--- src/rtl/gpio_apb_seq.sv ---
// APB3 master sequencer for a GPIO slave: configures it at start-up, then services
// interrupt clears, output-register writes and periodic input polls one transfer at a time.
module gpio_apb_seq #(
  parameter int          POLL_DIV = 1000,
  parameter logic [31:0] CFG_VAL  = 32'h0000_0005
) (
  input  logic        PCLK,
  input  logic        PRESET,
  output logic        PSEL,
  output logic        PENABLE,
  output logic        PWRITE,
  output logic [7:0]  PADDR,
  output logic [31:0] PWDATA,
  input  logic [31:0] PRDATA,
  input  logic        PREADY,
  input  logic        PSLVERR,
  input  logic [3:0]  GPIO_INT,
  input  logic        out_req,
  input  logic [3:0]  out_data,
  output logic        out_ack,
  output logic [3:0]  in_data,
  output logic        in_valid,
  output logic        init_done,
  output logic        err
);

  typedef enum logic [1:0] {INIT, IDLE, SETUP, ACCESS} state_t;
  typedef enum logic [1:0] {XFER_CFG, XFER_INT, XFER_OUT, XFER_POLL} xfer_t;

  localparam logic [15:0] POLL_MAX = 16'(POLL_DIV - 1);

  state_t      r_state;
  xfer_t       r_xfer;
  logic [1:0]  r_cfgIdx;
  logic [15:0] r_pollCnt;
  logic        r_pollPend;
  logic        r_psel;
  logic        r_penable;
  logic        r_pwrite;
  logic [7:0]  r_paddr;
  logic [31:0] r_pwdata;
  logic        r_outAck;
  logic        r_inValid;
  logic [3:0]  r_inData;
  logic        r_initDone;
  logic        r_err;

  logic w_pollWrap;
  logic w_pollDone;
  logic w_unusedPrdata;

  assign w_pollWrap     = r_initDone && (r_pollCnt == POLL_MAX);
  assign w_pollDone     = (r_state == ACCESS) && PREADY && (r_xfer == XFER_POLL);
  assign w_unusedPrdata = ^PRDATA[31:4];

  assign PSEL      = r_psel;
  assign PENABLE   = r_penable;
  assign PWRITE    = r_pwrite;
  assign PADDR     = r_paddr;
  assign PWDATA    = r_pwdata;
  assign out_ack   = r_outAck;
  assign in_data   = r_inData;
  assign in_valid  = r_inValid;
  assign init_done = r_initDone;
  assign err       = r_err;

  // A wrap landing on the same edge as a poll completion re-arms the poll for the new period.
  always_ff @(posedge PCLK or posedge PRESET) begin
    if (PRESET) begin
      r_pollCnt  <= '0;
      r_pollPend <= 1'b0;
    end else if (r_initDone) begin
      if (w_pollWrap) begin
        r_pollCnt  <= '0;
        r_pollPend <= 1'b1;
      end else begin
        r_pollCnt <= r_pollCnt + 16'd1;
        if (w_pollDone) r_pollPend <= 1'b0;
      end
    end
  end

  always_ff @(posedge PCLK or posedge PRESET) begin
    if (PRESET) begin
      r_state    <= INIT;
      r_xfer     <= XFER_CFG;
      r_cfgIdx   <= 2'd0;
      r_psel     <= 1'b0;
      r_penable  <= 1'b0;
      r_pwrite   <= 1'b0;
      r_paddr    <= 8'h00;
      r_pwdata   <= 32'h0;
      r_outAck   <= 1'b0;
      r_inValid  <= 1'b0;
      r_inData   <= 4'h0;
      r_initDone <= 1'b0;
      r_err      <= 1'b0;
    end else begin
      r_outAck  <= 1'b0;
      r_inValid <= 1'b0;
      case (r_state)
        INIT: begin
          r_psel   <= 1'b1;
          r_pwrite <= 1'b1;
          r_paddr  <= {4'b0, r_cfgIdx, 2'b00};
          r_pwdata <= CFG_VAL;
          r_xfer   <= XFER_CFG;
          r_state  <= SETUP;
        end
        // The ack cycle still sees out_req held high, so it must not start a second write.
        IDLE: begin
          if (GPIO_INT != 4'h0) begin
            r_psel   <= 1'b1;
            r_pwrite <= 1'b1;
            r_paddr  <= 8'h80;
            r_pwdata <= {28'b0, GPIO_INT};
            r_xfer   <= XFER_INT;
            r_state  <= SETUP;
          end else if (out_req && !r_outAck) begin
            r_psel   <= 1'b1;
            r_pwrite <= 1'b1;
            r_paddr  <= 8'hA0;
            r_pwdata <= {28'b0, out_data};
            r_xfer   <= XFER_OUT;
            r_state  <= SETUP;
          end else if (r_pollPend) begin
            r_psel   <= 1'b1;
            r_pwrite <= 1'b0;
            r_paddr  <= 8'h90;
            r_pwdata <= 32'h0;
            r_xfer   <= XFER_POLL;
            r_state  <= SETUP;
          end
        end
        SETUP: begin
          r_penable <= 1'b1;
          r_state   <= ACCESS;
        end
        ACCESS: begin
          if (PREADY) begin
            r_psel    <= 1'b0;
            r_penable <= 1'b0;
            if (PSLVERR) r_err <= 1'b1;
            case (r_xfer)
              XFER_CFG: begin
                r_cfgIdx <= r_cfgIdx + 2'd1;
                if (r_cfgIdx == 2'd3) begin
                  r_initDone <= 1'b1;
                  r_state    <= IDLE;
                end else begin
                  r_state <= INIT;
                end
              end
              XFER_OUT: begin
                r_outAck <= 1'b1;
                r_state  <= IDLE;
              end
              XFER_POLL: begin
                r_inData  <= PRDATA[3:0];
                r_inValid <= 1'b1;
                r_state   <= IDLE;
              end
              default: r_state <= IDLE;
            endcase
          end
        end
        default: r_state <= INIT;
      endcase
    end
  end

endmodule
--- config.mk ---
export PLATFORM = sky130hd
export DESIGN_NAME = gpio_apb_seq
export DESIGN_NICKNAME = d
export VERILOG_FILES = /design/src/rtl/gpio_apb_seq.sv
export SDC_FILE = /design/constraint.sdc
export NUM_CORES = 1
export LEC_CHECK = 0
export ABC_AREA = 1
export CORE_ASPECT_RATIO = 2
export CORE_MARGIN = 2
export CORE_UTILIZATION = 40
export CTS_BUF_LIST = sky130_fd_sc_hd__clkbuf_4 sky130_fd_sc_hd__clkbuf_8
export DETAILED_ROUTE_END_ITERATION = 10
export PLACE_DENSITY_LB_ADDON = 0.3
export SYNTH_ARGS = -nofsm -noshare
export SYNTH_HDL_FRONTEND = slang
export SYNTH_SLANG_ARGS = --single-unit
export TNS_END_PERCENT = 20
--- constraint.sdc ---
create_clock -name PCLK -period 1.23 [get_ports PCLK]
set_input_delay 0.123 -clock PCLK [delete_from_list [all_inputs] [get_ports PCLK]]
set_output_delay 0.123 -clock PCLK [all_outputs]
set_load 0.02 [all_outputs]
==> run metrics <==
Synth warnings 0; CP top delay family simple AND/OR/NAND/NOR gates; Synth Area per Inst approximately 7.8 µm²; PortBufs 36; Vias/cell 4.79; Area Growth Syn to Fin 31.4%; Max Freq 0.741 GHz; Sum Neg Setup Slack -0.765 ns; post-synthesis register bit count 43; Max-Cap Viols 0; # rows 39; total number of vias 2100; worst reg2reg path endpoint r_pollCnt[3]$_DFFE_PP0P_; Tot GR Track Use 18.4%; drt drc 1; CP endpoint kind flip-flop; die area ~0.0066 mm²; number of DRC violations after detailed-routing iteration 0 45; CTS tree done; crit path cell chain ha_4 -> inv_2 -> nor2_2 -> nand2_2 -> nor3_2 -> nand2_1 -> inv_2 -> nor2_1; FF-to-FF path depth 8; initial core utilization approximately two fifths; antenna cells 0; post-DR wirelength/cell 13.2 µm; Cells after Synth 305; Post-Route Skew between 0.003 and 0.004 ns; final core occ between 50 and 60%; final setup margin -0.120 ns; Worst VDD drop 1.03 mV; antenna viol nets, final 0; TritonRoute pass-1 iters 7; nets@finish 424; Hold Buf Count CTS 0; HPWL Detailed 4470 µm; die height 113 µm; Leak Pwr 1.65 nW; worst-path maximum fanout 3; final wirelength 5770 µm; initial antenna violation count 0; Synth Cell Area roughly 0.0024 mm²; max incr delay on CP 0.41 ns; critical path arrival 1.55 ns; htree depth 2; Worst Hold Class in2async; Fin. Hold Viols 0; Slew Viols, Final 0; RSZ-0062 raised after global routing yes; CP Depth 8; gr ovfl total 0; crit share post-route 110%; layout cells sized above 1 21.8%; largest buffer count on any clock path 2; r2r startpoint r_pollCnt[0]$_DFFE_PP0P_; first-pass GRT wire length 9110 µm; number of global-route vias before repair 2030; TritonCTS Sinks 43; GPL Wtd Cong 0.824; CP max-delay cell dfrtp_1; crit path time final 1.35 ns; Reg2Reg Setup Slack -0.12 ns; clock root cell clkbuf_8; WP buf/inv 2; # IOs 96; Critical Path Most Common Cell inv_2; most frequent cells in the layout nand2_1, dfrtp_1, inv_1; Worst Setup Path Type reg2reg; Skew-Pair Late Insertion Delay between 0.3 and 0.4 ns; # setup viols final 12; clk slew on worst S/H paths 0.08 ns; Worst Path Required 1.43 ns; CTS Buf Count 5; most common cell after layout, fill and taps aside nand2_1; Die X 58.6 µm; Startpoint Class flip-flop; power per cell area 1500 mW/mm²; Yosys cell types 26; largest net degree at the start of global routing 44; status finished, violations left; sequential share of the synthesized area between 40% and 50%; Core ar. 0.00576 mm²; violated checks design-rule violations, negative setup slack
==> layout make-up <==
class                      instances  area, µm²
fill                             560       2620
multi-input combinational        216       1130
sequential                        43       1080
timing repair buffer              67        584
inverter                          44        165
tap                               61       76.3
clock buffer                       5       68.8
clock inverter                     2       37.5
==> cells by family (layout without fill, tap and decap cells) <==
logic type,count (synthesis),in the layout,synth area share (%)
adder cells (fa/ha/maj),2,2,1.05
flip-flops,43,43,45.0
AO/OA/AOI/OAI,25,25,5.66
XOR/XNOR,3,3,1.10
AND/OR/NAND/NOR,155,155,29.9
other,1,31,0.157
buffers and inverters,76,118,17.1
==> worst max-delay path by stage <==
stage                             start                         to  slack (ns)
5_1_grt        r_pollCnt[0]$_DFFE_PP0P_   r_pollCnt[7]$_DFFE_PP0P_       -0.20
3_3_place_gp                GPIO_INT[3]      r_xfer[1]$_DFFE_PP0P_       -0.17
3_5_place_dp                GPIO_INT[0]      PWDATA[0]$_DFFE_PP0P_       -0.19
2_1_floorplan  r_pollCnt[0]$_DFFE_PP0P_  r_pollCnt[10]$_DFFE_PP0P_       -0.03
4_1_cts        r_pollCnt[0]$_DFFE_PP0P_   r_pollCnt[1]$_DFFE_PP0P_       -0.14
6_report       r_pollCnt[0]$_DFFE_PP0P_   r_pollCnt[3]$_DFFE_PP0P_       -0.12
==> synth_stat cells <==
cell type,count,share of area [%]
a21boi_1,1,0.31
a21o_1,1,0.31
a21oi_1,3,0.63
buf_4,31,9.7
buf_6,1,0.47
conb_1,1,0.16
dfrtp_1,43,45
ha_1,2,1.0
inv_1,41,6.4
inv_2,3,0.47
nand2_1,90,14
nand2_2,2,0.52
nand2_4,1,0.47
nand3_1,11,2.3
nand3_2,2,0.84
nand4_1,8,2.1
nor2_1,30,4.7
nor2_2,2,0.52
nor2_4,3,1.4
nor2_8,1,0.84
nor3_1,3,0.63
nor3_4,2,1.4
o21ai_0,18,3.8
o21bai_1,2,0.63
xnor2_1,1,0.37
xor2_1,2,0.73
==> registers in the layout, indices dropped and copies added (netlist names) <==
| signal | flops |
|---|---|
| r_pollCnt | 16 |
| PADDR | 5 |
| PWDATA | 4 |
| in_data | 4 |
| r_cfgIdx | 2 |
| r_state | 2 |
| r_xfer | 2 |
| PENABLE | 1 |
| PSEL | 1 |
| PWRITE | 1 |
| err | 1 |
| in_valid | 1 |
| init_done | 1 |
| out_ack | 1 |
| r_pollPend | 1 |
==> repair_timing <==
item / CTS / global route
gates resized for setup: 33 / 30
hold endpoints to repair: 0 / 0
pin swaps: 4 / 11
setup endpoints to repair: 48 / 34
setup buffers: 0 / 3
==> metal layers <==
metal / share of wire (%) / track usage [%] / up-vias / wire length (µm)
met1: 31 / 16.5 / 1006 / 1810
met3: 3.1 / 3.43 / 17 / 176
met2: 61 / 36.2 / 53 / 3510
met4: 4.6 / 9.39 / 0 / 268
li1: - / - / 1024 / -
met5: 0 / 0 / - / 0
==> report_power, final <==
part	switching, mW	internal (mW)	total [mW]	leakage [nW]
registers	0.220	1.75	1.97	0.527
logic	1.03	0.602	1.63	1.07
clock network	0.507	0.594	1.10	0.0502
==> worst register-to-register path, delay by kind of cell, from the launching register on <==
kind,cells,cell delay (ns)
simple gates,5,0.51
flops,1,0.41
fa+ha+maj,1,0.18
buf+inv,2,0.13
==> stage by stage <==
stage	hold slack, ns	std cells	power (mW)	setup slack (ns)	cell area [µm²]
after detailed placement	0.444	428	3.79	-0.192	2920
after floorplan	0.244	335	3.01	-0.0304	2500
after CTS	0.181	435	4.74	-0.138	3020
final	0.167	438	4.70	-0.120	3140
after global routing	0.222	438	4.99	-0.197	3140
after global placement	0.441	428	3.76	-0.167	2920
No activity file was read; power rests on OpenSTA's default activity.
